==> src/rtl/lfsr_share_ctrl.sv <==
// -----------------------------------------------------------------------------
// lfsr_share_ctrl
//
// Shares one Fibonacci LFSR between N_REQ requesters. A round-robin arbiter
// picks one pending requester, the LFSR is advanced STEPS times, and the
// resulting word is handed to that requester with a one-cycle grant pulse.
// Consecutive requesters therefore never see adjacent LFSR states. A seed can
// be loaded while the controller is idle.
//
// Optional feature (compile-time macro):
//   LFSR_SHARE_FREE_RUN_EN - when defined, the LFSR also advances every idle
//                            cycle, so delivered words depend on idle time.
//                            When undefined, the LFSR only advances in STEP.
//
// Ports:
//   clk         clock
//   reset       asynchronous, active-high reset
//   req         per-requester request, held high until its gnt pulse
//   gnt         one-hot grant, one-cycle pulse
//   rnd_valid   high together with any gnt bit
//   rnd_data    random word, valid while rnd_valid
//   seed_valid  seed load strobe
//   seed_data   seed value (zero is replaced by 1)
//   seed_ready  high in IDLE; a seed loads when seed_valid && seed_ready
//   busy        high in STEP or DELIVER
// -----------------------------------------------------------------------------
module lfsr_share_ctrl #(
    parameter int               N_REQ    = 4,
    parameter int               WIDTH    = 4,
    parameter logic [WIDTH-1:0] TAP_MASK = 4'b1010,
    parameter int               STEPS    = 4
) (
    input  logic             clk,
    input  logic             reset,
    input  logic [N_REQ-1:0] req,
    output logic [N_REQ-1:0] gnt,
    output logic             rnd_valid,
    output logic [WIDTH-1:0] rnd_data,
    input  logic             seed_valid,
    input  logic [WIDTH-1:0] seed_data,
    output logic             seed_ready,
    output logic             busy
);

    localparam int PTR_W = $clog2(N_REQ);

    typedef enum logic [1:0] {
        IDLE,
        STEP,
        DELIVER
    } state_t;

    state_t           state;
    logic [WIDTH-1:0] lfsr;
    logic [WIDTH-1:0] lfsr_next;
    logic [WIDTH-1:0] seed_fixed;
    logic [PTR_W-1:0] rr_ptr;
    logic [PTR_W-1:0] sel_idx;
    logic [PTR_W-1:0] sel_idx_inc;
    logic [N_REQ-1:0] sel;
    logic [7:0]       step_cnt;

    // Arbiter search results
    logic             pick_found;
    logic [PTR_W-1:0] pick_idx;
    logic [PTR_W:0]   cand;

    assign lfsr_next  = {lfsr[WIDTH-2:0], ^(lfsr & TAP_MASK)};
    // All-zero is the LFSR lock-up state, so a zero seed is replaced by 1.
    assign seed_fixed = (seed_data == '0) ? WIDTH'(1) : seed_data;
    assign seed_ready = (state == IDLE);
    assign busy       = (state != IDLE);

    // Round-robin pointer after serving sel_idx, wrapping N_REQ-1 -> 0.
    assign sel_idx_inc = (sel_idx == PTR_W'(N_REQ - 1)) ? '0 : sel_idx + 1'b1;

    // First set request bit at or above rr_ptr, wrapping past N_REQ-1.
    always_comb begin
        // NOTE: every variable gets a default before any branch so no latch is inferred.
        pick_found = 1'b0;
        pick_idx   = '0;
        cand       = '0;
        for (int i = 0; i < N_REQ; i++) begin
            cand = {1'b0, rr_ptr} + (PTR_W + 1)'(i);
            if (cand >= (PTR_W + 1)'(N_REQ)) begin
                cand = cand - (PTR_W + 1)'(N_REQ);
            end
            if (!pick_found && req[cand[PTR_W-1:0]]) begin
                pick_found = 1'b1;
                pick_idx   = cand[PTR_W-1:0];
            end
        end
    end

    always_ff @(posedge clk or posedge reset) begin
        if (reset) begin
            state     <= IDLE;
            lfsr      <= WIDTH'(1);
            rr_ptr    <= '0;
            sel       <= '0;
            sel_idx   <= '0;
            step_cnt  <= '0;
            gnt       <= '0;
            rnd_valid <= 1'b0;
            rnd_data  <= '0;
        end else begin
            // NOTE: non-blocking assignments so every register samples pre-edge values.
            // gnt and rnd_valid are single-cycle pulses unless DELIVER sets them.
            gnt       <= '0;
            rnd_valid <= 1'b0;
            case (state)
                IDLE: begin
                    if (seed_valid) begin
                        // Seed wins over req; a pending req is picked up next cycle.
                        lfsr <= seed_fixed;
                    end else begin
`ifdef LFSR_SHARE_FREE_RUN_EN
                        lfsr <= lfsr_next;
`else
                        lfsr <= lfsr;
`endif
                        if (pick_found) begin
                            sel      <= N_REQ'(1) << pick_idx;
                            sel_idx  <= pick_idx;
                            step_cnt <= '0;
                            state    <= STEP;
                        end
                    end
                end
                STEP: begin
                    lfsr     <= lfsr_next;
                    step_cnt <= step_cnt + 8'd1;
                    if (step_cnt == 8'(STEPS - 1)) begin
                        state <= DELIVER;
                    end
                end
                DELIVER: begin
                    gnt       <= sel;
                    rnd_valid <= 1'b1;
                    rnd_data  <= lfsr;
                    rr_ptr    <= sel_idx_inc;
                    state     <= IDLE;
                end
                default: begin
                    state <= IDLE;
                end
            endcase
        end
    end

endmodule
==> config.mk <==
export PLATFORM = sky130hd
export DESIGN_NAME = lfsr_share_ctrl
export DESIGN_NICKNAME = d
export VERILOG_FILES = /design/src/rtl/lfsr_share_ctrl.sv
export SDC_FILE = /design/constraint.sdc
export NUM_CORES = 1
export LEC_CHECK = 0
export CORE_MARGIN = 10
export CORE_UTILIZATION = 58
export CTS_CLUSTER_DIAMETER = 30
export DETAILED_ROUTE_END_ITERATION = 12
export DONT_BUFFER_PORTS = 1
export PLACE_DENSITY = 0.73
export SLEW_MARGIN = 20
export SYNTH_ARGS = -nofsm -noshare
export SYNTH_HDL_FRONTEND = slang
export SYNTH_SLANG_ARGS = --single-unit
==> constraint.sdc <==
create_clock -name clk -period 2.1 [get_ports clk]
set_input_delay 0.42 -clock clk [delete_from_list [all_inputs] [get_ports clk]]
set_output_delay 0.42 -clock clk [all_outputs]
set_load 0.03 [all_outputs]
Word level (Yosys, flattened, before mapping)

Index checks and enable logic that the tools add are counted.

Flip-flop bits (word level): 31
Latch bits: 0
Bits in writable memories: 0
ROM bits: 0
Input bits: 11
Output and inout bits: 11
Logic and storage cells: 84
Memories kept: 0

Add/subtract/negate cells: 9
$mul: 0
Div/mod/pow operators: 0
Order comparisons: 8
Eq/ne operators: 8
Shift-type cells: 1
Mux-type cells: 33
Bitwise operators: 1
Reductions and logical operators: 15

Operator list:

| cell                                                               | count |
|---|---|
| 2-to-1 mux 2 bit                                                   | 12 |
| 2-to-1 mux 8 bit                                                   | 2 |
| case mux 8 bit (2 select lines)                                    | 1 |
| < comparator 2 x 3 -> 1 bit (second input constant)                | 4 |
| 2-to-1 mux 4 bit                                                   | 3 |
| greater-or-equal comparator 3 bit (second input constant)          | 3 |
| 2-to-1 mux 1 bit                                                   | 9 |
| AND reduction 3 bit                                                | 3 |
| adder 8 x 1 -> 8 bit (second input constant)                       | 1 |
| binary-select mux 1 bit (select 2 bit)                             | 4 |
| == test 8 x 2 -> 1 bit (second input constant)                     | 1 |
| case mux 4 bit (2 select lines)                                    | 1 |
| subtractor 2 x 1 -> 2 bit (second input constant)                  | 4 |
| adder 2 x 2 -> 3 bit (second input constant)                       | 2 |
| != test 2 bit (second input constant)                              | 3 |
| == test 2 bit (second input constant)                              | 2 |
| zero test 4 bit                                                    | 1 |
| case mux 2 bit (2 select lines)                                    | 1 |
| nonzero test 2 bit                                                 | 2 |
| parity 4 bit                                                       | 1 |
| left shift 1 x 2 -> 4 bit (first input constant)                   | 1 |
| adder 2 x 1 -> 3 bit (second input constant)                       | 1 |
| greater-or-equal comparator 2 x 3 -> 1 bit (second input constant) | 1 |
| logical AND 1 bit                                                  | 3 |
| other kinds (7)                                                    | 9 |

Longest topological paths before layout

Gate-level depths: netlist (run 1).

Depth after elaboration: 17
Gate-level depth with buffers: 7
Gate-level depth less buffers: 5

Worst setup path before layout (run 1)

No wires, ideal clock.

Path kind: reg-to-output
From: register state[0]
To: output busy
Arrival: 1.319 ns
Data required time: 1.680 ns
Slack: 0.361 ns
Stages on the path, launching flop included: 4
Path buffers: 1
Cell sequence: dfrtp_1 clkbuf_1 nor2_1 inv_1

Longest elaborated chain between the ends: 1

Ends and longest elaborated chain:

| item                     | RTL line | source |
|---|---|---|
| start: declaration       | 53       | `state_t state;` |
| start signal: assignment | 97       | `state <= IDLE;` |
| start signal: assignment | 126      | `state <= STEP;` |
| start signal: assignment | 134      | `state <= DELIVER;` |
| nonzero test 2 bit       | 72       | `assign busy = (state != IDLE);` |
| end: declaration         | 42       | `output logic busy` |

No other way between the ends.

Worst setup path in the final report (run 1)

From: register state[1]
To: register sel[1]

Longest elaborated chain between the ends: 2

Ends and longest elaborated chain:

| item                          | RTL line | source |
|---|---|---|
| zero test 2 bit               | 111      | `case (state)` |
| AND reduction 3 bit (no line) | n/a      |  |
| end signal: assignment        | 123      | `sel <= N_REQ'(1) << pick_idx;` |
| end: declaration              | 60       | `logic [N_REQ-1:0] sel;` |

No other way between the ends.
A chain may end at the register's enable or synchronous reset.

==> results of run 1 <==
-- routing by layer --
layer	global-route usage, %	part of all wire (%)	wire length (um)
met1	13.2	44	1160
met2	17.0	49	1280
met3	3.67	5.4	143
met4	4.82	1.4	37
met5	0	0	0
-- critical path, delay by kind of cell, from the launching register on --
kind | cells | cell delay, ns
flip-flops | 1 | 0.48
AND/OR/NAND/NOR | 2 | 0.82
AO/OA/AOI/OAI | 1 | 0.30
-- flip-flops by register name, indices dropped and copies added (netlist names) --
signal	count
gnt	4
lfsr	4
rnd_data	4
rnd_valid	1
rr_ptr	2
sel	4
sel_idx	2
state	2
step_cnt	8
-- final cells by class --
class / count / share of cell area [%]
sequential: 31 / 50.8
multi-input combinational: 100 / 40.4
clock buffer: 5 / 2.45
tap: 30 / 2.45
timing repair buffer: 4 / 1.96
clock inverter: 3 / 0.981
inverter: 4 / 0.981
-- final timing paths --
path / cells after the start / slack, ns / end / from
hold reg to reg: 2 / 0.48 / sel[2]$_DFFE_PP0P_ / sel[2]$_DFFE_PP0P_
min in group clk: 2 / 0.34 / sel[0]$_DFFE_PP0P_ / req[3]
max in group asynchronous: 2 / 1.74 / lfsr[0]$_DFFE_PP1P_ / reset
setup / recovery: 3 / 0.41 / sel[1]$_DFFE_PP0P_ / state[1]$_DFFE_PP0P_
setup reg to reg: 3 / 0.41 / sel[1]$_DFFE_PP0P_ / state[1]$_DFFE_PP0P_
hold / removal: 2 / 0.04 / gnt[2]$_DFF_PP0_ / reset
-- cell usage after synthesis, types with 2 or more instances --
cell      number
a21oi_1        7
a31oi_1        2
and2_1         6
and3b_1        3
buf_6          3
clkbuf_1       4
dfrtp_1       30
ha_1           2
inv_1          4
mux2_2         5
nand2_1       17
nand2b_1       2
nor2_1         8
nor2b_1        2
nor3_1         2
nor4_1         2
o21a_1         2
o21ai_0       10
o21ai_1        8
o22a_1         2
o31ai_1        4
-- report_power, final --
group          internal, mW  switching, mW  leakage [nW]  total [mW]
Sequential            0.810          0.256         0.396        1.07
Clock                 0.124          0.207        0.0347       0.332
Combinational         0.332          0.437         0.262       0.769
Total                  1.27          0.900         0.693        2.17
-- cells by family (layout without fill, tap and decap cells) --
family                     Yosys count  in the layout
and+or+nand+nor                     50             50
buffers and inverters               11             16
adders and majority gates            2              2
AOI/OAI and AO/OA                   41             41
muxes                                6              6
DFF                                 31             31
xor gates and xnor gates             1              1
-- stage by stage --
stage / util, % / worst slack, ns / cells / area (um^2) / total power, mW
6_report: 62.9 / 0.410 / 177 / 1530 / 2.17
5_1_grt: 62.9 / 0.339 / 177 / 1530 / 2.33
4_1_cts: 62.9 / 0.397 / 177 / 1530 / 2.18
3_5_place_dp: 60.8 / 0.424 / 169 / 1480 / 1.85
3_3_place_gp: 60.8 / 0.482 / 169 / 1480 / 1.82
2_1_floorplan: - / 0.361 / 142 / 1460 / 1.70
==> flow_summary.json, run 1 <==
{
  "status": "finished clean",
  "fin_crit_ns": 1.69,
  "maxCapViolations": 0,
  "post-route-period-util_pct": 80.5,
  "fmax_mhz": 592,
  "syn_avg_cell_area_um2": 10.3,
  "cts_resized": 0,
  "diodes": 0,
  "fillers": 201,
  "powerDensity_mw_per_mm2": 1420,
  "rows": 18,
  "synthSimpleGateAreaFrac_pct": 18.2,
  "cts_tree": "yes",
  "grt_pass1_vias": 1013,
  "syn_inst": 142,
  "start_util_pct": 60.0,
  "area_growth_pct": 4.89,
  "hold_violations": 0,
  "synthFlopType": "dfrtp_1",
  "relSlewSlack_pct": 64.4,
  "io_pins": 22,
  "grt-ovfl-total": 0,
  "synth_fa_ha_area_share_pct": 1.72,
  "ys_types": 38,
  "critPathKind": "reg2reg",
  "cts_made_buffers": 5,
  "synth_area_leader_cell": "dfrtp_1",
  "slew_viol_final": 0,
  "die_h_um": 70.2,
  "track_usage_pct": 10.9,
  "chipWidth_um": 70.2,
  "dr.pass1.iters": 4,
  "cp_max_fo": 14,
  "cts.sinks": 31,
  "slowest_delay_ns": 0.48,
  "setup_viol": 0,
  "async_flop_share_pct": 100,
  "ys.warnings.count": 0,
  "drive_above_1_share_pct": 14.3,
  "htree_levels": 2,
  "worstMarginPinSlew_ns": 0.532,
  "finalWeightedCongestion": 0.787,
  "clk_pin_slew_worst_paths_ns": 0.10,
  "required_ns": 2.34,
  "path_cells": "or3_4 > or2_1 > o31ai_1",
  "final_cell_mix": "30 x dfrtp_1, 17 x nand2_1, 10 x o21ai_0",
  "cts-root-buf": "clkbuf_4",
  "ys_seq_area_share_pct": 53.3,
  "synth-xor-area-share_pct": 0.600,
  "slowest_stage": "dfrtp_1",
  "synth_compound_area_share_pct": 17.3,
  "synth_area_leaders": "dfrtp_1 51%, nand2_1 4.4%, mux2_2 3.9%, o21ai_0 3.4%, o21ai_1 2.7%",
  "ys_ff_latch": 31,
  "start_kind": "flop",
  "synth_top_family_by_area": "simple AND/OR/NAND/NOR gates",
  "layout.nets": 159,
  "post_cts_buffers": 0,
  "grt_max_degree": 32,
  "fp.coreArea_mm2": 0.00243,
  "hold_buffers": 0,
  "final_common_cell": "dfrtp_1",
  "rsz0062_at_grt": "false",
  "synth_top_area_share_pct": 51.5,
  "syn-cell-area_mm2": 0.00146,
  "insertion_delay_ns": 0.33,
  "wl_um": 2630,
  "antenna_left": 0,
  "synth_edf_count": 0,
  "wl_per_cell_um": 14.8,
  "place.port_buffers": 0,
  "hp-class": "in2async",
  "ff_latch_area_um2": 777,
  "skew_ns": 0.00883,
  "synth_mux_area_share_pct": 4.55,
  "ir_drop_mv": 0.921,
  "p_leak_nw": 0.693,
  "antenna_found_initial": 0,
  "drc_errors": 0,
  "routed_via_density": 5.86,
  "vias": 1038,
  "drt-initial-drc-count": 77,
  "fin_setup_tns_ns": 0,
  "arrival_ns": 1.93,
  "cts_buffer_depth": 2,
  "die-area_mm2": 0.00492,
  "syn-num-nets": 155,
  "grt_pass1_wl_um": 4550,
  "critPathCaptureType": "flop",
  "multi_input_area_um2": 618,
  "hpwl_um": 1920,
  "timing.hold.ws_ns": 0.0414
}
Power figures use the tool's default switching activity.
==> run 2, diff against run 1 <==
==> constraint.sdc (replaced) <==
create_clock -name clk -period 1.7 [get_ports clk]
set_input_delay 0.34 -clock clk [delete_from_list [all_inputs] [get_ports clk]]
set_output_delay 0.34 -clock clk [all_outputs]
set_load 0.03 [all_outputs]
==> run 2 against run 1 <==
Net effect: critical path depth up 1; clock-buffer cell count up 2; clock power up 32%; flip-flop and latch count unchanged; first-iteration DRC count unchanged; die area unchanged; sequential share of layout area down 2.1 points; cell count up 3.4%; cell area up 4.4%; routed wire length up 9.9%; combinational power up 37%; sequential power up 22%; largest power group unchanged; highest routed layer unchanged.
==> flow_summary.json, run 2 (synthesis gave the netlist of run 1 again) <==
{
  "wl_um": 2890,
  "cts-root-buf": "clkbuf_4",
  "maxCapViolations": 0,
  "die-area_mm2": 0.00492,
  "hold_violations": 0,
  "drc_errors": 0,
  "cts_resized": 0,
  "gr-usage-met2_pct": 19.7,
  "required_ns": 1.36,
  "r2r_end": "sel[1]$_DFFE_PP0P_",
  "status": "finished clean",
  "finalWeightedCongestion": 0.797,
  "area_growth_pct": 9.52,
  "holdPathStages": 2,
  "slew_viol_final": 0,
  "critPathKind": "reg2out",
  "fin_crit_ns": 1.56,
  "drt-initial-drc-count": 77,
  "grt_pass1_wl_um": 4970,
  "drive_above_1_share_pct": 16.3,
  "vias": 1073,
  "chipWidth_um": 70.2,
  "rsz0062_at_grt": "false",
  "fin_setup_tns_ns": 0,
  "top_usage_layer": "met2",
  "antenna_found_initial": 0,
  "io_pins": 22,
  "relSlewSlack_pct": 63.7,
  "dr.pass1.iters": 4,
  "grt-ovfl-total": 0,
  "diodes": 0,
  "place.port_buffers": 0,
  "grt_max_degree": 19,
  "die_h_um": 70.2,
  "post_cts_buffers": 0,
  "cp_max_fo": 9,
  "min_from": "req[3]",
  "grt_pass1_vias": 1060,
  "critPathCaptureType": "output port",
  "cts.sinks": 31,
  "htree_levels": 2,
  "power_mw": 2.80,
  "met3_usage_pct": 5.51,
  "wl_per_cell_um": 15.8,
  "start_util_pct": 60.0,
  "routed_via_density": 5.86,
  "hpwl_um": 2150,
  "final_common_cell": "dfrtp_1",
  "ir_drop_mv": 1.04,
  "fin_util_pct": 65.7,
  "arrival_ns": 1.22,
  "rows": 18,
  "cts_made_buffers": 5,
  "r2r_slack_ns": 0.15,
  "cts_buffer_depth": 2,
  "insertion_delay_ns": 0.33,
  "layout.nets": 165,
  "grtUsageMet1_pct": 14.1,
  "fillers": 190,
  "ff2ff_path_depth": 4,
  "track_usage_pct": 12.3,
  "fp.coreArea_mm2": 0.00243,
  "fmax_mhz": 642,
  "largest_reg_flops": 8,
  "post-route-period-util_pct": 91.6,
  "setup_viol": 0,
  "skew_ns": 0.0110,
  "clk_pin_slew_worst_paths_ns": 0.09,
  "hp-class": "in2reg",
  "final_cell_mix": "30 x dfrtp_1, 17 x nand2_1, 10 x o21ai_0",
  "p_leak_nw": 0.727,
  "cts_tree": "yes",
  "worstMarginPinSlew_ns": 0.544,
  "start_kind": "flop",
  "powerDensity_mw_per_mm2": 1750,
  "top_register": "step_cnt",
  "hold_end": "sel[0]$_DFFE_PP0P_",
  "antenna_left": 0,
  "worstReg2RegStart": "state[1]$_DFFE_PP0P_"
}
## run 2: power by group
group	total, mW	leakage [nW]	internal [mW]	switching, mW
Sequential	1.31	0.396	1.00	0.309
Combinational	1.05	0.295	0.471	0.581
Clock	0.439	0.0353	0.200	0.238
Total	2.80	0.727	1.67	1.13
## run 2: layer usage
metal / up-vias / routed length (um)
met4: 0 / 47
met1: 511 / 1220
met5: - / 0
met2: 28 / 1450
li1: 525 / -
met3: 9 / 165
## run 2: worst max path at each step
stage,start,endpoint,slack [ns],cells past startpoint
4_1_cts,state[1]$_DFFE_PP0P_,busy,0.13,4
6_report,state[1]$_DFFE_PP0P_,busy,0.14,4
3_3_place_gp,state[1]$_DFFE_PP0P_,sel[2]$_DFFE_PP0P_,0.21,4
3_5_place_dp,state[1]$_DFFE_PP0P_,sel[1]$_DFFE_PP0P_,0.16,4
5_1_grt,step_cnt[0]$_DFFE_PP0P_,state[0]$_DFFE_PP0P_,0.01,4
2_1_floorplan,state[0]$_DFFE_PP0P_,busy,0.04,3
## run 2: per-stage QoR
| step | setup slack (ns) | std cells | area, um^2 | hold WS, ns |
|---|---|---|---|---|
| detailed placement | 0.157 | 174 | 1530 | 0.299 |
| finish | 0.143 | 183 | 1600 | 0.278 |
| global route | 0.0119 | 183 | 1600 | 0.252 |
| global placement | 0.213 | 174 | 1530 | 0.292 |
| floorplan | 0.0409 | 142 | 1460 | 0.440 |
| CTS | 0.127 | 183 | 1600 | 0.264 |
## run 2: area by class of cell
cell class	instances	area, um^2	area share (%)
Sequential cell	31	777	48.6
Inverter	4	15.0	0.940
Clock inverter	1	5.00	0.313
Multi-Input combinational cell	100	618	38.7
Clock buffer	7	55.1	3.45
Timing Repair Buffer	10	90.1	5.64
Tap cell	30	37.5	2.35
## run 2: worst max-delay path, stage by stage, from the launching register on
cell and delay, ns:
dfrtp_1 0.38, buf_4 0.16, nor2_1 0.14, inv_1 0.05
buf_4 0.16
## run 2: what timing repair did
| item | 4_1_cts | 5_1_grt |
|---|---|---|
| hold endpoints to repair | 12 | 0 |
| endpoints found under the setup margin | 0 | 0 |
| hold buffers | 1 | 0 |
==> run 3, diff against run 2 <==
--- a/config.mk
+++ b/config.mk
@@ -11,6 +11,8 @@
 export DETAILED_ROUTE_END_ITERATION = 12
 export DONT_BUFFER_PORTS = 1
 export PLACE_DENSITY = 0.73
+export RECOVER_POWER = 25
+export SETUP_SLACK_MARGIN = 0.5
 export SLEW_MARGIN = 20
 export SYNTH_ARGS = -nofsm -noshare
 export SYNTH_HDL_FRONTEND = slang
==> run 3 against run 2 <==
Net effect: register-to-register slack gained 0.06 ns; global-route usage grew 2.3 points; sequential power grew 4%; setup slack gained 0.066 ns; first-iteration DRC count grew 78%; clock skew grew 0.0066 ns; worst hold slack lost 0.014 ns; clock-buffer cell count shrank 1.
==> flow_summary.json, run 3 (synthesis gave the netlist of run 1 again) <==
{
  "cpMostUsedCell": "buf_6",
  "multi_input_area_um2": 802,
  "hpwl_um": 2010,
  "required_ns": 1.36,
  "htree_levels": 2,
  "worstMarginPinSlew_ns": 0.534,
  "maxCapViolations": 0,
  "cts-root-buf": "clkbuf_4",
  "grt_pass1_wl_um": 5840,
  "start_kind": "flop",
  "critPathKind": "reg2out",
  "drc_errors": 0,
  "cp_max_fo": 5,
  "fin_setup_tns_ns": 0,
  "place.port_buffers": 0,
  "fp.coreArea_mm2": 0.00243,
  "cts_buffer_depth": 2,
  "cts_tree": "yes",
  "powerDensity_mw_per_mm2": 1930,
  "grt_pass1_vias": 1186,
  "track_usage_pct": 14.7,
  "chipWidth_um": 70.2,
  "setup_viol": 0,
  "grt_max_degree": 19,
  "drt-initial-drc-count": 137,
  "diodes": 0,
  "start_util_pct": 60.0,
  "fillers": 113,
  "relSlewSlack_pct": 64.1,
  "drive_above_1_share_pct": 50.9,
  "top_register": "step_cnt",
  "rsz0062_at_grt": "true",
  "status": "finished clean",
  "io_pins": 22,
  "rows": 18,
  "p_leak_nw": 0.893,
  "skew_ns": 0.0176,
  "wl_um": 4480,
  "cts_made_buffers": 5,
  "slowest_delay_ns": 0.41,
  "slowest_stage": "dfrtp_1",
  "ff_latch_area_um2": 790,
  "pre_cts_ws_ns": 0.167,
  "largest_reg_flops": 8,
  "ir_drop_mv": 1.25,
  "antenna_left": 0,
  "area_growth_pct": 39.0,
  "design_area_mm2": 0.00203,
  "placed_area_mm2": 0.00153,
  "layout.nets": 187,
  "antenna_found_initial": 0,
  "timing.hold.ws_ns": 0.263,
  "post-route-period-util_pct": 87.7,
  "finalWeightedCongestion": 0.782,
  "die_h_um": 70.2,
  "path_cells": "buf_6 > nor2_4 > buf_6",
  "critPathCaptureType": "output port",
  "grt-ovfl-total": 0,
  "hold_violations": 0,
  "final_cell_mix": "20 x dfrtp_1, 20 x buf_4, 15 x o21ai_1",
  "insertion_delay_ns": 0.34,
  "fin_util_pct": 83.4,
  "routed_via_density": 6.03,
  "dr.pass1.iters": 4,
  "worst_slack_ns": 0.209,
  "hp-class": "in2reg",
  "r2r_slack_ns": 0.21,
  "fmax_mhz": 671,
  "cts.sinks": 31,
  "slew_viol_final": 0,
  "fin_crit_ns": 1.49,
  "wl_per_cell_um": 21.8,
  "arrival_ns": 1.15,
  "vias": 1237,
  "die-area_mm2": 0.00492,
  "clk_pin_slew_worst_paths_ns": 0.11
}
-- run 3: cell types whose count changed in the layout (fill, tap and decap cells not counted), moves of 7 or more --
cell / change
buf_4: +12
buf_6: +8
dfrtp_1: -10
dfrtp_2: +10
o21ai_0: -10
o21ai_1: +7
-- run 3: path summary, 6_finish.rpt --
kind / startpoint / to / cells after the start
max: state[1]$_DFFE_PP0P_ / seed_ready / 3
min: seed_valid / lfsr[3]$_DFFE_PP0P_ / 3
max reg2reg: state[0]$_DFFE_PP0P_ / sel[1]$_DFFE_PP0P_ / 5
min reg2reg: sel[0]$_DFFE_PP0P_ / sel[0]$_DFFE_PP0P_ / 2
max in group asynchronous: reset / rr_ptr[1]$_DFFE_PP0P_ / 3
min in group asynchronous: reset / rnd_data[1]$_DFFE_PP0P_ / 2
-- run 3: metal layers --
| layer | vias up | wire length, um | share of wire, % | GRT usage (%) |
|---|---|---|---|---|
| met2 | 42 | 2450 | 55 | 26.0 |
| met1 | 615 | 1700 | 38 | 15.3 |
| met4 | 0 | 83 | 1.9 | 5.92 |
| met5 | - | 0 | 0 | 0 |
| met3 | 8 | 241 | 5.4 | 5.23 |
| li1 | 572 | - | - | - |
-- run 3: layout make-up --
| cell class | instances | area share [%] |
|---|---|---|
| sequential | 31 | 38.9 |
| multi-input combinational | 100 | 39.5 |
| inverter | 4 | 0.740 |
| clock inverter | 2 | 1.73 |
| clock buffer | 6 | 2.53 |
| timing repair buffer | 32 | 14.7 |
| tap | 30 | 1.85 |
-- run 3: critical path, delay by kind of cell, from the launching register on --
family / cells / cell delay, ns
DFF: 1 / 0.41
buffers and inverters: 2 / 0.28
and+or+nand+nor: 1 / 0.11
-- run 3: where the power goes --
group | internal [mW] | switching, mW | leakage (nW)
registers | 1.02 | 0.343 | 0.383
logic | 0.970 | 0.963 | 0.462
clock network | 0.347 | 0.274 | 0.0482
total | 2.33 | 1.58 | 0.893
-- run 3: metrics by stage --
stage	power [mW]	std cells
finish	3.91	205
global route	4.11	205
CTS	3.46	199
detailed placement	2.36	173
global placement	2.31	173
floorplan	2.13	142
-- run 3: repair_timing --
action,CTS,global route
pin swaps,10,5
hold buffers,1,0
buffers inserted,16,6
gates cloned,1,0
resized for setup,31,34
hold endpoints to repair,12,0
endpoints found under the setup margin,30,41
==> patch 1, RTL diff (settings of run 2) <==
Add a define of `LFSR_SHARE_FREE_RUN_EN`.
--- a/src/rtl/lfsr_share_ctrl.sv
+++ b/src/rtl/lfsr_share_ctrl.sv
@@ -26,2 +26,4 @@
 // -----------------------------------------------------------------------------
+`define LFSR_SHARE_FREE_RUN_EN
+
 module lfsr_share_ctrl #(
Behaviour: not the same (Yosys sat finds a counterexample within 10 cycles, from zero or initial values and one cycle with reset high).
==> patch 1 against run 2 <==
- fmax shrank 1.9%
- synthesized cell count shrank 4.2%
- routed wire length down 1.5%
- non-clock buffer count down 4
- sequential cell count unchanged
- cell count decreased by 4.4%
- design area decreased by 2.0%
- setup slack got worse by 30 ps
- sequential share of layout area rose by 1.0 points
- area after synthesis is 0.77% lower
- count of clock-buffer cells in the layout is the same
Power is not compared: it rests on default switching activity, and its combinational part moved more than twofold at a synthesized area within 25%.
==> patch 1: results (changes against run 2) <==
| Metric | Value |
|---|---|
| Hold_ws | 232 ps (-46.0 ps) |
| Pre-CTS setup slack | 156 ps (-1.00 ps) |
| Drt wl/cell | 16.3 microns (+3.1%) |
| R2R Setup Slk | 130 ps (-20 ps) |
| GPL Wtd Cong | 0.928 (+16%) |
| Critical Path AT | 1250 ps (+30 ps) |
| Final HPWL DP | 2180 microns (+1.4%) |
| Cell count after synthesis | 136 (-4.2%) |
| Hold Path Sink | lfsr[1] |
| Total placed cells including tap cells | 166 (-4.6%) |
| Hold_sp | seed_data[1] |
| All-Layer GR Usage | 12.4% (+0.072 points) |
| Status | finished, final reports clean |
| Synth area leaders | dfrtp_1, mux2_2, nand2_1, a22o_1, mux2i_1 |
| First-pass GRT wire length | 5000 microns (+0.56%) |
| Unique cell type count in the Yosys netlist | 34 (-11%) |
| CTS clk-pin slew, worst paths | 90 ps (about the same) |
| Peak fanout along the critical path | 3 (-6) |
| FF-to-FF End | sel[3] |
| Via count | 1063 (-0.93%) |
| Ratio of cells with drive above 1 in the final layout | 15.2% (-1.2 points) |
| Vias in the first global route | 1049 (-1.0%) |
| Routed vias/inst | 6.07 (+3.6%) |
| Worst Skew | 8.14 ps (-2.86 ps) |
| Layout net count | 157 (-4.8%) |
| Worst r2r src | state[1] |
| Worst Tran Pin Value | 498 ps (-46.4 ps) |
| Fill cells | 180 (-5.3%) |
| Commonest cells post-synth | dfrtp_1, nand2_1, o21ai_0 |
| Starting DRT DRC Count | 68 (-12%) |
| Syn_nets | 149 (-3.9%) |
## patch 1: cell types whose count changed after synthesis, moves of 3 or more
cell / run 2 / this run
a21o_1: 0 / 3
nand2b_1: 2 / 6
nor3_1: 2 / 6
a21oi_1: 7 / 3
mux2i_1: 1 / 4
a22o_1: 1 / 6
o21ai_1: 8 / 0
and3b_1: 3 / 0
nand3_1: 1 / 4
## patch 1: layout make-up
| cell class | count | area [sq um] | share of cell area (%) |
|---|---|---|---|
| tap | 30 | 37.5 | 2.40 |
| clock inverter | 1 | 5.00 | 0.320 |
| multi-input combinational | 96 | 628 | 40.1 |
| timing repair buffer | 6 | 47.5 | 3.04 |
| sequential | 31 | 777 | 49.6 |
| clock buffer | 7 | 55.1 | 3.52 |
| inverter | 4 | 15.0 | 0.959 |
## patch 1: how the worst max path moves through the flow
stage / start / to / slack, ps / depth (start not counted)
2_1_floorplan: state[1] / sel[2] / 170 / 4
3_3_place_gp: state[1] / sel[3] / 180 / 4
3_5_place_dp: state[1] / sel[2] / 160 / 4
4_1_cts: state[1] / seed_ready / 90 / 2
5_1_grt: state[1] / step_cnt[5] / 20 / 5
6_report: state[1] / seed_ready / 110 / 2
## patch 1: cells by family after synthesis
family,count (synthesis),share of synthesized area (%)
buffers and inverters,9,2.94
and+or+nand+nor,56,20.7
AOI/OAI and AO/OA,27,13.0
muxes,10,7.43
adders and majority gates,2,1.73
DFF,31,53.7
xor gates and xnor gates,1,0.605
## patch 1: critical path, delay by kind of cell (launching register included)
family                 cells  cell delay (ps)
AND/OR/NAND/NOR            1              310
buffers and inverters      1              230
flip-flops                 1              390
## patch 1: through the flow
stage / util, % / area, sq um / power [mW]
2_1_floorplan: - / 1450 / 0.789
4_1_cts: 64.4 / 1570 / 1.24
5_1_grt: 64.4 / 1570 / 1.28
6_report: 64.4 / 1570 / 1.22
3_3_place_gp: 61.5 / 1500 / 0.801
3_5_place_dp: 61.5 / 1500 / 0.802
## patch 1: power groups by stage
stage	clock network [mW]	logic, mW	registers, mW
final	0.435	0.0417	0.747
after floorplan	0	0.0294	0.760
after global placement	0	0.0393	0.761
after global routing	0.484	0.0479	0.748
after detailed placement	0	0.0410	0.761
after CTS	0.447	0.0428	0.747
## patch 1: metal layers
layer / GRT usage, % / vias up / part of all wire [%]
met4: 6.14 / 0 / 2.5
met1: 14.2 / 509 / 42
met2: 19.8 / 39 / 49
met5: 0 / - / 0
li1: - / 506 / -
met3: 4.52 / 9 / 6.2
==> patch 2, RTL diff (flow settings as in run 2) <==
Without the edit above. Reset style: synchronous (`reset`), changed in one clocked block. Comments in the files are not updated.
--- a/src/rtl/lfsr_share_ctrl.sv
+++ b/src/rtl/lfsr_share_ctrl.sv
@@ -94,3 +94,3 @@
 
-    always_ff @(posedge clk or posedge reset) begin
+    always_ff @(posedge clk) begin
         if (reset) begin
Formal check against the unedited RTL: differs if reset is asserted again (counterexample within 4 cycles, from zero or initial values and one cycle with reset high); with reset held inactive, the same outputs for 10 cycles.
==> patch 2 against run 2 <==
- fmax up 0.75%
- area after synthesis shrank 3.6%
- hold slack worse by 220 ps
- routed wire length rose by 2.9%
- sequential cell count unchanged
- setup slack better by 12 ps
- design area fell by 4.4%
- critical path type is now reg2reg
- largest cell class is now multi-input gates
Power is not compared: it rests on default switching activity, and its combinational part moved more than twofold at a synthesized area within 25%.
==> patch 2: results (changes against run 2) <==
| Metric | Value |
|---|---|
| CP Capture Point | step_cnt[6] |
| First-pass GRT wire length | 5400 microns (+8.5%) |
| Synth Area in Compound Gates | 20.8% (+3.5 points) |
| Total placed cells including tap cells | 188 (+8.0%) |
| ClkCell Share | 4.75% (+0.99 points) |
| Met1 WL | 1210 microns (-0.82%) |
| All-Layer GR Usage | 13.2% (+0.88 points) |
| Worst path slowest cell | dfxtp_1 |
| Multi-input combinational cell count | 118 (+18%) |
| Via count | 1159 (+8.0%) |
| Largest net degree at the start of global routing | 25 (+6) |
| Met1 Track Usage GR | 13.7% (-0.37 points) |
| Sequential fraction of the synthesis area | 44.1% (-9.1 points) |
| Commonest cells post-synth | dfxtp_1, nand2_1, nor2_1 |
| Fill cells | 216 (+14%) |
| CP top delay family | simple AND/OR/NAND/NOR gates |
| Critical Path AT | 1810 ps (+590 ps) |
| Worst Reg-to-Reg Cells | 5 (+1) |
| Fraction of area in multi-input gates | 48.2% (+9.5 points) |
| XOR/XNOR share of the synthesized area | 0.623% (+0.022 points) |
| Status | finished, final reports clean |
| Sequential share of cell area | 40.6% (-8.0 points) |
| Slew HR | 69.7% (+6.0 points) |
| Layout net count | 180 (+9.1%) |
| Final Critical Period | 1550 ps (-11.7 ps) |
| Syn_nets | 173 (+12%) |
| Cell taking the most area after synthesis | dfxtp_1 |
| Cell count after synthesis | 160 (+13%) |
| Non-clk bufs | 6 (-4) |
| Worst r2r src | step_cnt[0] |
| WL met2 | 1430 microns (-1.2%) |
| Peak fanout along the critical path | 3 (-6) |
==> patch 2: cell types whose count changed after synthesis, moves of 5 or more <==
| cell | before | now |
|---|---|---|
| o21ai_0 | 10 | 4 |
| dfrtp_1 | 30 | 0 |
| o21ai_1 | 8 | 0 |
| nor2_1 | 8 | 18 |
| nand3_1 | 1 | 7 |
| dfxtp_1 | 0 | 31 |
| nor2b_1 | 2 | 7 |
==> patch 2: worst min-delay path by stage <==
| stage | startpoint | endpoint | slack (ps) | cells past startpoint |
|---|---|---|---|---|
| after floorplan | sel[0] | gnt[0] | 420 | 1 |
| after global placement | reset | step_cnt[5] | 410 | 1 |
| after detailed placement | reset | step_cnt[5] | 410 | 1 |
| after CTS | reset | step_cnt[0] | 60 | 1 |
| after global routing | reset | step_cnt[5] | 30 | 1 |
| final | reset | step_cnt[5] | 60 | 1 |
